===== config.mk =====
export PLATFORM = sky130hd
export DESIGN_NAME = ascii_uart_tx
export DESIGN_NICKNAME = d
export VERILOG_FILES = /design/src/rtl/uart_pkg.sv /design/src/rtl/baud_tick_gen.sv /design/src/rtl/ascii_uart_tx.sv
export SDC_FILE = /design/constraint.sdc
export NUM_CORES = 1
export LEC_CHECK = 0
export CORE_MARGIN = 1
export CORE_UTILIZATION = 40
export DETAILED_ROUTE_END_ITERATION = 6
export PLACE_DENSITY = 0.61
export REMOVE_ABC_BUFFERS = 1
export SLEW_MARGIN = 10
export SYNTH_ARGS = -nofsm -noshare
export SYNTH_HDL_FRONTEND = slang
export SYNTH_HIERARCHICAL = 1
export SYNTH_SLANG_ARGS = --single-unit

===== constraint.sdc =====
create_clock -name clk -period 4.2 [get_ports clk]
set_clock_uncertainty 0.2 [all_clocks]
set_input_delay 0.63 -clock clk [delete_from_list [all_inputs] [get_ports clk]]
set_output_delay 0.63 -clock clk [all_outputs]
set_load 0.02 [all_outputs]

===== src/rtl/uart_pkg.sv =====
// rtl/uart_pkg.sv - shared types and constants for the ASCII UART transmitter
package uart_pkg;

  typedef enum logic [2:0] {
    IDLE      = 3'd0,
    START_BIT = 3'd1,
    DATA_BITS = 3'd2,
    STOP_BIT  = 3'd3,
    NEXT_CHAR = 3'd4
  } tx_state_t;

  localparam logic [7:0] ASCII_CR       = 8'h0D;
  localparam logic [7:0] ASCII_LF       = 8'h0A;
  localparam int         UART_DATA_BITS = 8;

endpackage


===== src/rtl/baud_tick_gen.sv =====
// rtl/baud_tick_gen.sv - bit-period counter, one-cycle tick at the end of each bit
module baud_tick_gen #(
  parameter int CLKS_PER_BIT = 868
) (
  input  logic clk,
  input  logic rst,
  input  logic en,
  output logic tick
);

  localparam int              CW      = $clog2(CLKS_PER_BIT);
  localparam logic [CW-1:0]   CNT_MAX = CW'(CLKS_PER_BIT - 1);

  logic [CW-1:0] cnt;

  assign tick = en && (cnt == CNT_MAX);

  always_ff @(posedge clk or negedge rst) begin
    if (!rst) begin
      cnt <= '0;
    end else if (!en || tick) begin
      cnt <= '0;
    end else begin
      cnt <= cnt + CW'(1);
    end
  end

endmodule


===== src/rtl/ascii_uart_tx.sv =====
// rtl/ascii_uart_tx.sv - sends a captured 4-char ASCII frame (plus optional CR LF) as 8N1 UART
module ascii_uart_tx
  import uart_pkg::*;
#(
  parameter int CLKS_PER_BIT = 868,
  parameter bit APPEND_CRLF  = 1'b1
) (
  input  logic        clk,
  input  logic        rst,
  input  logic [31:0] ascii_in,
  input  logic        ready_in,
  output logic        tx,
  output logic        busy,
  output logic        frame_done,
  output logic        overrun
);

  localparam logic [2:0] LAST     = APPEND_CRLF ? 3'd5 : 3'd3;
  localparam logic [2:0] LAST_BIT = 3'(UART_DATA_BITS - 1);

  tx_state_t  state, state_nxt;
  logic [7:0] frame_buf [6];
  logic [2:0] char_idx;
  logic [2:0] bit_idx;
  logic [2:0] bit_idx_nxt;
  logic [7:0] cur_char;
  logic       tick;
  logic       baud_en;

  assign baud_en     = (state == START_BIT) || (state == DATA_BITS) || (state == STOP_BIT);
  assign bit_idx_nxt = bit_idx + 3'd1;

  baud_tick_gen #(.CLKS_PER_BIT(CLKS_PER_BIT)) u_baud (
    .clk  (clk),
    .rst  (rst),
    .en   (baud_en),
    .tick (tick)
  );

  always_comb begin
    cur_char = 8'h00;
    case (char_idx)
      3'd0:    cur_char = frame_buf[0];
      3'd1:    cur_char = frame_buf[1];
      3'd2:    cur_char = frame_buf[2];
      3'd3:    cur_char = frame_buf[3];
      3'd4:    cur_char = frame_buf[4];
      3'd5:    cur_char = frame_buf[5];
      default: cur_char = 8'h00;
    endcase
  end

  always_ff @(posedge clk or negedge rst) begin
    if (!rst) state <= IDLE;
    else      state <= state_nxt;
  end

  always_comb begin
    state_nxt = state;
    case (state)
      IDLE:      if (ready_in) state_nxt = START_BIT;
      START_BIT: if (tick) state_nxt = DATA_BITS;
      DATA_BITS: if (tick && (bit_idx == LAST_BIT)) state_nxt = STOP_BIT;
      STOP_BIT:  if (tick) state_nxt = NEXT_CHAR;
      NEXT_CHAR: state_nxt = (char_idx == LAST) ? IDLE : START_BIT;
      default:   state_nxt = IDLE;
    endcase
  end

  // tx is registered alongside the state so the line moves on the same edge as the FSM
  always_ff @(posedge clk or negedge rst) begin
    if (!rst) begin
      tx         <= 1'b1;
      busy       <= 1'b0;
      frame_done <= 1'b0;
      overrun    <= 1'b0;
      char_idx   <= 3'd0;
      bit_idx    <= 3'd0;
      for (int i = 0; i < 6; i++) frame_buf[i] <= 8'h00;
    end else begin
      frame_done <= 1'b0;
      if (ready_in && (state != IDLE)) overrun <= 1'b1;
      case (state)
        IDLE: begin
          if (ready_in) begin
            frame_buf[0] <= ascii_in[31:24];
            frame_buf[1] <= ascii_in[23:16];
            frame_buf[2] <= ascii_in[15:8];
            frame_buf[3] <= ascii_in[7:0];
            frame_buf[4] <= APPEND_CRLF ? ASCII_CR : 8'h00;
            frame_buf[5] <= APPEND_CRLF ? ASCII_LF : 8'h00;
            char_idx     <= 3'd0;
            busy         <= 1'b1;
            tx           <= 1'b0;
          end
        end
        START_BIT: begin
          if (tick) begin
            bit_idx <= 3'd0;
            tx      <= cur_char[0];
          end
        end
        DATA_BITS: begin
          if (tick) begin
            if (bit_idx == LAST_BIT) begin
              tx <= 1'b1;
            end else begin
              bit_idx <= bit_idx_nxt;
              tx      <= cur_char[bit_idx_nxt];
            end
          end
        end
        STOP_BIT: tx <= 1'b1;
        NEXT_CHAR: begin
          if (char_idx == LAST) begin
            busy       <= 1'b0;
            frame_done <= 1'b1;
            tx         <= 1'b1;
          end else begin
            char_idx <= char_idx + 3'd1;
            tx       <= 1'b0;
          end
        end
        default: tx <= 1'b1;
      endcase
    end
  end

endmodule


==> metrics.txt <==
min setup slack post-route 1.64 ns; P&R area growth vs syn 16.0%; #FFs+latches synth 56; clock buffer depth 2; CP Buf/Inv Count 0; Post-synth top cells dfrtp_1 (55), nand2_1 (17), mux2_2 (15), nor2_1 (15), a21oi_1 (11); ANT nets after route 0; type of origin of the critical path register; CP peak stage delay 0.62 ns; sequential area share after synthesis 48.4%; Core ar. 0.00691 sq mm; pre-CTS setup slack 1.58 ns; DR iter-0 viols 86; drt wl/cell 14.7 um; CTS clk-pin slew, worst paths around 0.10 ns; fin nets approximately 320; max cap viols 0; Tot GR Track Use 16.1%; Design Area, Final 0.00336 sq mm; hpwl dp 3810 um; largest net degree at the start of global routing 45; area share of the largest cell type after synthesis 47.5%; area of placed instances 0.00326 sq mm; ANT cells 0; Slew Limit Fails 0; RSZ-0062 raised after global routing no; P_leak 1.44 nW; CTS tree built; Synth area leader dfrtp_1; CTS Hold Bufs 0; I/O pins 39; crit path DAT approximately 2.6 ns; hold slack 0.251 ns; synth unique cells just under 50; critical path required time 4.26 ns; Vias/cell 5.36; Die Area 0.00759 sq mm; cell area power density 282 mW/mm^2; post-CTS repair timing setup buffer count 0; final WL around 5500 um; initial core utilization 42.0%; layout cell share with drive strength beyond 1 14.9%; fraction of registers with async set/reset 100%; status completed; CP Capture Type register; CP max-delay cell dfrtp_1; Final Hold Vio Count 0; Chip Width 87.1 um; row count 30; CTS buffer count 5; H-tree Lvls 2; fillers 659; Top delay family on crit path simple AND/OR/NAND/NOR gates; initial antenna violation count 0; most used cell, CP nor2_1; total vias in the final route around 2,000; Congestion Overflow GR 0; Synth area leaders dfrtp_1 (47%), mux2_2 (5.8%), mux2_4 (5.2%), mux2_1 (3.5%), ha_1 (3.5%); setup TNS 0 ns; GPL Wtd Cong 0.797; syn avg cell area 11.8 sq um; Port Buf Inserts 38; FF-to-FF path depth 8; maximum vdd ir drop 0.000142 V; vias in the first global route roughly 1,900; Yosys warning count 6; Rel. slew slack 34.6%; Initial DRT Pass Iterations 5; Skew-Pair Late Insertion Delay 0.32 ns; fin crit share 61.1%; Crit Path Class register to register; Reg area 0.00140 sq mm; Setup-failing EPs final 0; CP cell instances nor2_1 -> nor2_1 -> and4_1 -> nand2_2 -> a31oi_1 -> nor2_1 -> mux2_2 -> a31o_1; ys flop type dfrtp_1; min Tclk post-route 2.56 ns; # DRC 0; Post-Route Utilization approximately half; area of the multi-input gates 0.00133 sq mm; dpl cells 369; CP Depth 8; final non-filler cell total around 380; largest fanout on the critical path 12; Die H 87.1 um; Slew @ Worst Pin 0.981 ns; power consumption roughly 950 uW; Post-synth EDFFs 0; post-cts resize count 0; most common cell in the netlist dfrtp_1; Syn Std Cell Area between 0.002 and 0.003 sq mm; maximum achievable frequency 390 MHz; Root Buffer clkbuf_8; first-pass GRT wire length between 9000 and 10,000 um; Mapped Cells around 250; HP Class input pin to asynchronous set/reset pin; clk sink count 56
-- final timing paths --
path,startpoint,endpoint,slack (ns)
max,state[1],tx,1.64
max reg2reg,state[1],tx,1.64
min,rst,u_baud/cnt[0],0.25
min in group clk,overrun,overrun,0.27
min reg2reg,overrun,overrun,0.27
max in group asynchronous,rst,tx,2.72
-- worst register-to-register path: cells and delay by family (launching register included) --
kind            cells  cell delay, ns
simple gates        5            1.04
flops               1            0.62
compound gates      2            0.36
mux                 1            0.29
-- metal layers --
metal	wire length [um]	global-route usage, %	vias up
met5	0	0	-
met4	81	5.81	0
li1	-	-	986
met2	2500	24.6	37
met1	2770	23.1	989
met3	184	2.84	7
-- area by class of cell --
cell class	count	area share [%]
sequential	56	41.7
multi-input combinational	171	39.5
timing repair buffer	40	11.6
tap	96	3.57
clock buffer	5	2.05
clock inverter	3	0.819
inverter	6	0.670
-- registers in the layout (all words and copies together) (netlist names) --
register	flops
char_idx	3
tx	1
frame_buf	33
u_baud/cnt	10
frame_done	1
overrun	1
busy	1
bit_idx	3
state	3
-- kinds of logic after synthesis --
family / Yosys count / synth area share (%)
and+or+nand+nor: 75 / 14.0
buffers and inverters: 19 / 5.74
adders and majority gates: 8 / 3.45
AOI/OAI and AO/OA: 50 / 12.7
muxes: 34 / 14.5
xor gates and xnor gates: 4 / 1.21
DFF: 56 / 48.4
-- power breakdown --
group | internal (mW) | switching [mW]
clock network | 0.123 | 0.191
registers | 0.555 | 0.00917
logic | 0.0453 | 0.0229
total | 0.724 | 0.223
-- cells in the final DEF, fill, tap and decap left out, types with 3 or more instances in the layout --
cell / instances
a21oi_1: 11
a222oi_1: 4
a22o_1: 3
a22oi_1: 5
a32oi_1: 3
clkbuf_8: 5
clkdlybuf4s50_1: 37
dfrtp_1: 55
ha_1: 8
inv_1: 6
mux2_1: 9
mux2_2: 15
mux2_4: 10
nand2_1: 17
nand3_1: 10
nand3b_1: 5
nand4_1: 5
nor2_1: 15
nor3_1: 6
o21ai_0: 8
o31ai_1: 4
or3_1: 3
xor2_1: 3
No activity file was read; power rests on OpenSTA's default activity.
